--- src/rtl/call_stack_param_pkg.sv ---
// Shared definitions for the hardware return-address stack: command
// encodings (also used by the control unit) and overflow policy codes.
package call_stack_param_pkg;

  localparam int STACK_CMD_WIDTH = 2;

  typedef enum logic [STACK_CMD_WIDTH-1:0] {
    STACK_NOP     = 2'b00,
    STACK_PUSH    = 2'b01,
    STACK_POP     = 2'b10,
    STACK_REPLACE = 2'b11
  } stack_cmd_e;

  // Overflow/underflow policy selected by the OVF_MODE parameter.
  localparam int STACK_OVF_SHIFT = 0;  // push on full drops oldest, pop duplicates bottom
  localparam int STACK_OVF_SAT   = 1;  // push on full / pop on empty leave storage alone

endpackage

--- src/rtl/call_stack_param.sv ---
// Parametrised return-address stack. Entry 0 is the top of stack and is
// presented combinationally on top_out. One command is accepted per cycle;
// its effect is visible right after the sampling edge.
module call_stack_param
  import call_stack_param_pkg::*;
#(
  parameter  int PC_WIDTH = 11,
  parameter  int DEPTH    = 2,
  parameter  int OVF_MODE = STACK_OVF_SHIFT,
  localparam int CW       = $clog2(DEPTH + 1)
) (
  input  logic                       clk,
  input  logic                       rst,
  input  logic [STACK_CMD_WIDTH-1:0] cmd_in,
  input  logic [PC_WIDTH-1:0]        push_data,
  input  logic                       clear_flags,
  output logic [PC_WIDTH-1:0]        top_out,
  output logic [CW-1:0]              depth_out,
  output logic                       full,
  output logic                       empty,
  output logic                       overflow,
  output logic                       underflow
);

  logic [PC_WIDTH-1:0] entry     [DEPTH];
  logic [PC_WIDTH-1:0] entry_nxt [DEPTH];
  logic [CW-1:0]       cnt;
  logic [CW-1:0]       cnt_nxt;
  logic                ovf_evt;
  logic                unf_evt;
  logic                ovf_q;
  logic                unf_q;
  logic                is_full;
  logic                is_empty;

  assign is_full  = (cnt == CW'(DEPTH));
  assign is_empty = (cnt == '0);

  // Next storage contents, occupancy and error events for the current command.
  always_comb begin
    entry_nxt = entry;
    cnt_nxt   = cnt;
    ovf_evt   = 1'b0;
    unf_evt   = 1'b0;
    case (cmd_in)
      STACK_PUSH: begin
        ovf_evt = is_full;
        // In shift mode a push on full still shifts, losing the bottom entry.
        if (!is_full || OVF_MODE == STACK_OVF_SHIFT) begin
          for (int i = DEPTH - 1; i > 0; i--) begin
            entry_nxt[i] = entry[i-1];
          end
          entry_nxt[0] = push_data;
        end
        if (!is_full) begin
          cnt_nxt = cnt + 1'b1;
        end
      end
      STACK_POP: begin
        unf_evt = is_empty;
        // Shift mode pops even when empty, which keeps duplicating the bottom.
        if (!is_empty || OVF_MODE == STACK_OVF_SHIFT) begin
          for (int i = 0; i < DEPTH - 1; i++) begin
            entry_nxt[i] = entry[i+1];
          end
          if (OVF_MODE == STACK_OVF_SAT) begin
            entry_nxt[DEPTH-1] = '0;
          end
        end
        if (!is_empty) begin
          cnt_nxt = cnt - 1'b1;
        end
      end
      STACK_REPLACE: begin
        entry_nxt[0] = push_data;
        if (is_empty) begin
          cnt_nxt = CW'(1);
        end
      end
      default: begin
      end
    endcase
  end

  // Storage, occupancy and sticky flags; a new error event beats clear_flags.
  always_ff @(posedge clk) begin
    if (rst) begin
      for (int i = 0; i < DEPTH; i++) begin
        entry[i] <= '0;
      end
      cnt   <= '0;
      ovf_q <= 1'b0;
      unf_q <= 1'b0;
    end else begin
      entry <= entry_nxt;
      cnt   <= cnt_nxt;
      ovf_q <= ovf_evt | (ovf_q & ~clear_flags);
      unf_q <= unf_evt | (unf_q & ~clear_flags);
    end
  end

  assign top_out   = entry[0];
  assign depth_out = cnt;
  assign full      = is_full;
  assign empty     = is_empty;
  assign overflow  = ovf_q;
  assign underflow = unf_q;

endmodule

--- config.mk ---
export PLATFORM = sky130hd
export DESIGN_NAME = call_stack_param
export DESIGN_NICKNAME = d
export VERILOG_FILES = /design/src/rtl/call_stack_param_pkg.sv /design/src/rtl/call_stack_param.sv
export SDC_FILE = /design/constraint.sdc
export NUM_CORES = 1
export LEC_CHECK = 0
export ABC_AREA = 1
export BUFFER_PORTS_ARGS = -buffer_cell sky130_fd_sc_hd__buf_2
export CORE_MARGIN = 1.5
export CORE_UTILIZATION = 42
export DETAILED_ROUTE_END_ITERATION = 8
export GPL_ROUTABILITY_DRIVEN = 0
export PLACE_DENSITY = 0.72
export SLEW_MARGIN = 20
export SYNTH_ARGS = -nofsm -noshare
export SYNTH_HDL_FRONTEND = slang
export SYNTH_SLANG_ARGS = --single-unit
export TNS_END_PERCENT = 50
--- constraint.sdc ---
create_clock -name clk -period 0.83 [get_ports clk]
set_input_delay 0.2075 -clock clk [delete_from_list [all_inputs] [get_ports clk]]
set_output_delay 0.2075 -clock clk [all_outputs]
set_load 0.01 [all_outputs]
Word level (Yosys, flattened, before mapping)
Index checks and enable logic that the tools add are counted.
Widths: inputs -> output; s select.
{"block": "op_classes", "n_addsub": 2, "n_eq_ne": 7, "muxes": 7, "n_bitwise": 5, "reduce_logical": 5}
{"operator": "$pmux 11 s2", "count": 1}
{"operator": "$eq 2x2->1 const B", "count": 3}
{"operator": "$mux 2", "count": 3}
{"operator": "$ne 2x2->1 const B", "count": 3}
{"operator": "$pmux 2 s3", "count": 1}
{"operator": "$reduce_and 4->1", "count": 1}
{"operator": "$reduce_bool 3->1", "count": 1}
{"operator": "$add 2x1->2 const B", "count": 1}
{"operator": "$and 1x1->1", "count": 2}
{"operator": "$eq 2x1->1 const B", "count": 1}
{"operator": "$logic_not 2->1", "count": 1}
{"operator": "$mux 1", "count": 2}
{"operator": "$or 1x1->1", "count": 2}
{"operator": "$reduce_bool 2->1", "count": 1}
{"operator": "$reduce_or 2->1", "count": 1}
{"operator": "$sub 2x1->2 const B", "count": 1}
{"operator": "$not 1->1", "count": 1}
{"block": "word_totals", "ff_bits": 26, "input_bits": 16, "out_inout_bits": 17, "wordCells": 31}

Longest topological paths before layout
{"block": "logic_depth", "depth_word": 3, "ltp_mapped": 8, "ltp_nobuf": 7}

Least setup slack after synthesis
No wires, ideal clock.
{"block": "synth_path", "path_kind": "reg2reg", "start": "reg cnt[1] (netlist: depth_out[1])", "end": "reg cnt[1] (netlist: depth_out[1])", "setup_ns": 0.109, "t_arrival_ns": 0.925, "t_required_ns": 0.721, "setup_slack_ns": -0.204, "path_stages_with_launch": 7, "path_buffers": 0, "path_cell_list": "dfxtp_1 > nor2_2 > nor2_1 > nor2_1 > nand3_1 > nand2_1 > inv_1"}
{"block": "synth_between", "elab_chain_cells": 3, "elab_cells_between_ends": 11, "cone_classes": "2 x add/sub; 4 x eq/ne; 3 x mux; 2 x reduce/logical"}
{"element": "start, declared", "line_no": "call_stack_param.sv:27", "source": "logic [CW-1:0] cnt;"}
{"element": "start signal, assigned", "line_no": "call_stack_param.sv:96", "source": "cnt <= cnt_nxt;"}
{"element": "$logic_not 2->1 (*)", "line_no": "call_stack_param.sv:37", "source": "assign is_empty = (cnt == '0);"}
{"element": "net empty", "line_no": "call_stack_param.sv:20", "source": "output logic empty,"}
{"element": "$ne 2x2->1 (no line)"}
{"element": "$reduce_and 4->1 (no line) (*)"}
Mark *: on every way through the listed nets, which the timed path passes. The rest lies on a longest branch. The select of a mux whose other input is x is not followed.
A chain may end at the register's enable or synchronous reset.

Final worst setup path
{"block": "layout_path", "start": "reg cnt[0] (netlist: depth_out[0])", "end": "out full"}
{"block": "layout_between", "elab_chain_cells": 1}
{"element": "$eq 2x2->1", "line_no": "call_stack_param.sv:36", "source": "assign is_full = (cnt == CW'(DEPTH));"}
{"element": "end, declared", "line_no": "call_stack_param.sv:19", "source": "output logic full,"}
Every way passes these cells.

==> metrics.cfg <==
[synth]
synth_top_family_by_area = simple AND/OR/NAND/NOR gates
synth_xor_area_frac = 0
avgSynthCellArea_um2 = 6.72
synth_seq_area_share = 0.437
synth-simple-area-share = 0.317
synth.net_count = 193
synth.area.mux_share = 0
synth_compound_area_frac = 0.0736
yosys_warnings = 0
ys_seq_elements = 26
syn_inst = 177
synth_fa_ha_area_frac = 0
synth_cell_type_count = 18
syn-cell-area_um2 = 1190

[worst_setup_path]
critical_path_depth = 4
worst-path-buf-inv = 3
r2r_setup_slack_ns = -0.30
rr_startpoint = depth_out[0]
r2r_end = depth_out[1]
cp_max_fo = 4
endpoint_kind = primary output
cp.arrival_ns = 0.98
worstPathCellList = inv_2, nand2_2, inv_1, buf_2
crit_slowest_cell = dfxtp_4
required_ns = 0.62
startpoint_type = flop
r2r_cells = 9
slowest_delay_ns = 0.40
critical_path_class = flop to primary output
path_delay_family = flip-flops

[layout]
nets = 239
antenna-diode-count = 0
final_cell_mix = 52 x nand2_1, 24 x nor2_1, 24 x buf_4
final_common_cell = nand2_1
areaGrowthSynthToFinish_pct = 40.5
drive_gt1_frac = 0.401
fillerInstances = 272
final_util = 0.617

[routing]
drt_iter0_drc = 23
viasPerCell = 4.63
drt-total-wl_um = 2750
routed-via-count = 1172
ant_nets = 0
routedWlPerCell_um = 10.9
drc = 0
dr.pass1.iters = 4

[floorplan]
die_w_um = 56.2
initial_utilization = 0.439
rows = 19
placeableCoreArea_um2 = 2710
ios = 33
dieArea_um2 = 3160
die_y_um = 56.2

[power]
power.leakage_uw = 0.000901
p_per_area_nw_per_um2 = 1600
ir_drop_mv = 1.84

[clock_tree]
cts-root-buf = clkbuf_4
path_clk_slew_ns = 0.15
cts.sinks = 26
cts_tree = yes
clock_latency_ns = 0.32
ctsLongestPathBuffers = 2
h-tree-depth = 1
cts_inserted_buffers = 3

[grt]
antenna_found_initial = 0
track_usage = 0.179
grt_max_degree = 16
grt.overflow.total = 0
grt_pass1_vias = 1105
grt_first_pass_wirelength_um = 4490

[timing]
timing.fmax_mhz = 841
timing.final.hold_violations = 0
rsz0062_at_grt = true
setup_ws_ns = -0.359
finalSetupTns_ns = -4.39
slew_violations = 0
setup_viol = 21
slew_headroom = 0.862
period_share = 1.43
hold_slack_ns = 0.0554
skew_ns = 0.00233
tightest_slew_ns = 0.207
fin_crit_ns = 1.19

[min_path]
min_path_cells = 2
worstHoldEndpoint = underflow
hp-class = primary input to flop
hold_start = rst

[run_status]
violations = setup timing
outcome = complete, but fails checks

[placement]
place_ws_ns = -0.199
io_buffers = 32
hpwl_um = 1870

[job]
cap_violations = 0

==> sequential cells by signal, summed over array words and instances (netlist names) <==
signal	flops
overflow	1
underflow	1
top_out	11
depth_out	2
entry	11
==> timing repair <==
item,CTS,global route
gates resized for setup,35,12
hold buffers,0,0
pin swaps,3,4
setup endpoints to repair,21,26
buffers inserted,9,6
==> cell usage after synthesis <==
library cell  count  area (um2)
clkbuf_2          1        5.00
o211ai_1          1        7.51
buf_6             1        11.3
inv_1            20        75.1
nor2_2            1        6.26
nor3_1            1        5.00
nor2_1           27         101
dfxtp_1          26         521
nand2_1          54         203
nand3_1          11        55.1
buf_1             1        3.75
clkbuf_1          1        3.75
buf_2             1        5.00
inv_2             1        3.75
nand2_2           1        6.26
buf_4            13        97.6
o21ai_0          12        60.1
a21oi_1           4        20.0
==> worst max path at each step <==
stage                  from      endpoint  slack, ns
6_report       depth_out[0]          full      -0.36
5_1_grt        depth_out[0]          full      -0.40
4_1_cts        depth_out[0]          full      -0.36
3_5_place_dp      cmd_in[1]      entry[1]      -0.20
3_3_place_gp      cmd_in[1]     entry[10]      -0.16
2_1_floorplan  depth_out[0]  depth_out[1]      -0.10
==> stage by stage <==
step | instance area, um2 | total power, uW | std cells
finish | 1670 | 2680 | 253
global route | 1670 | 2810 | 253
CTS | 1620 | 2660 | 249
detailed placement | 1380 | 1800 | 236
global placement | 1380 | 1790 | 236
floorplan | 1200 | 1670 | 177
==> per-layer routing <==
metal	vias to the layer above	part of all wire	track usage
met2	30	0.51	0.336
met4	0	0.0069	0.0374
met1	527	0.44	0.198
li1	613	-	-
met3	2	0.040	0.0512
met5	-	0	0
==> report_power, final <==
group | total [uW] | internal [uW] | switching [uW]
clock | 761 | 368 | 392
combinational | 539 | 282 | 257
sequential | 1380 | 1330 | 50.5
==> area by class of cell <==
class,instances,area (um2),share of cell area
Clock buffer,4,47.5,0.0284
Inverter,21,78.8,0.0472
Sequential cell,26,544,0.326
Tap cell,31,38.8,0.0232
Timing Repair Buffer,59,462,0.276
Multi-Input combinational cell,112,500,0.299
==> kinds of logic after synthesis <==
logic type      Yosys count
simple gates             95
buf+inv                  39
flops                    26
compound gates           17
Note: power is estimated with default switching activity, not from simulation.
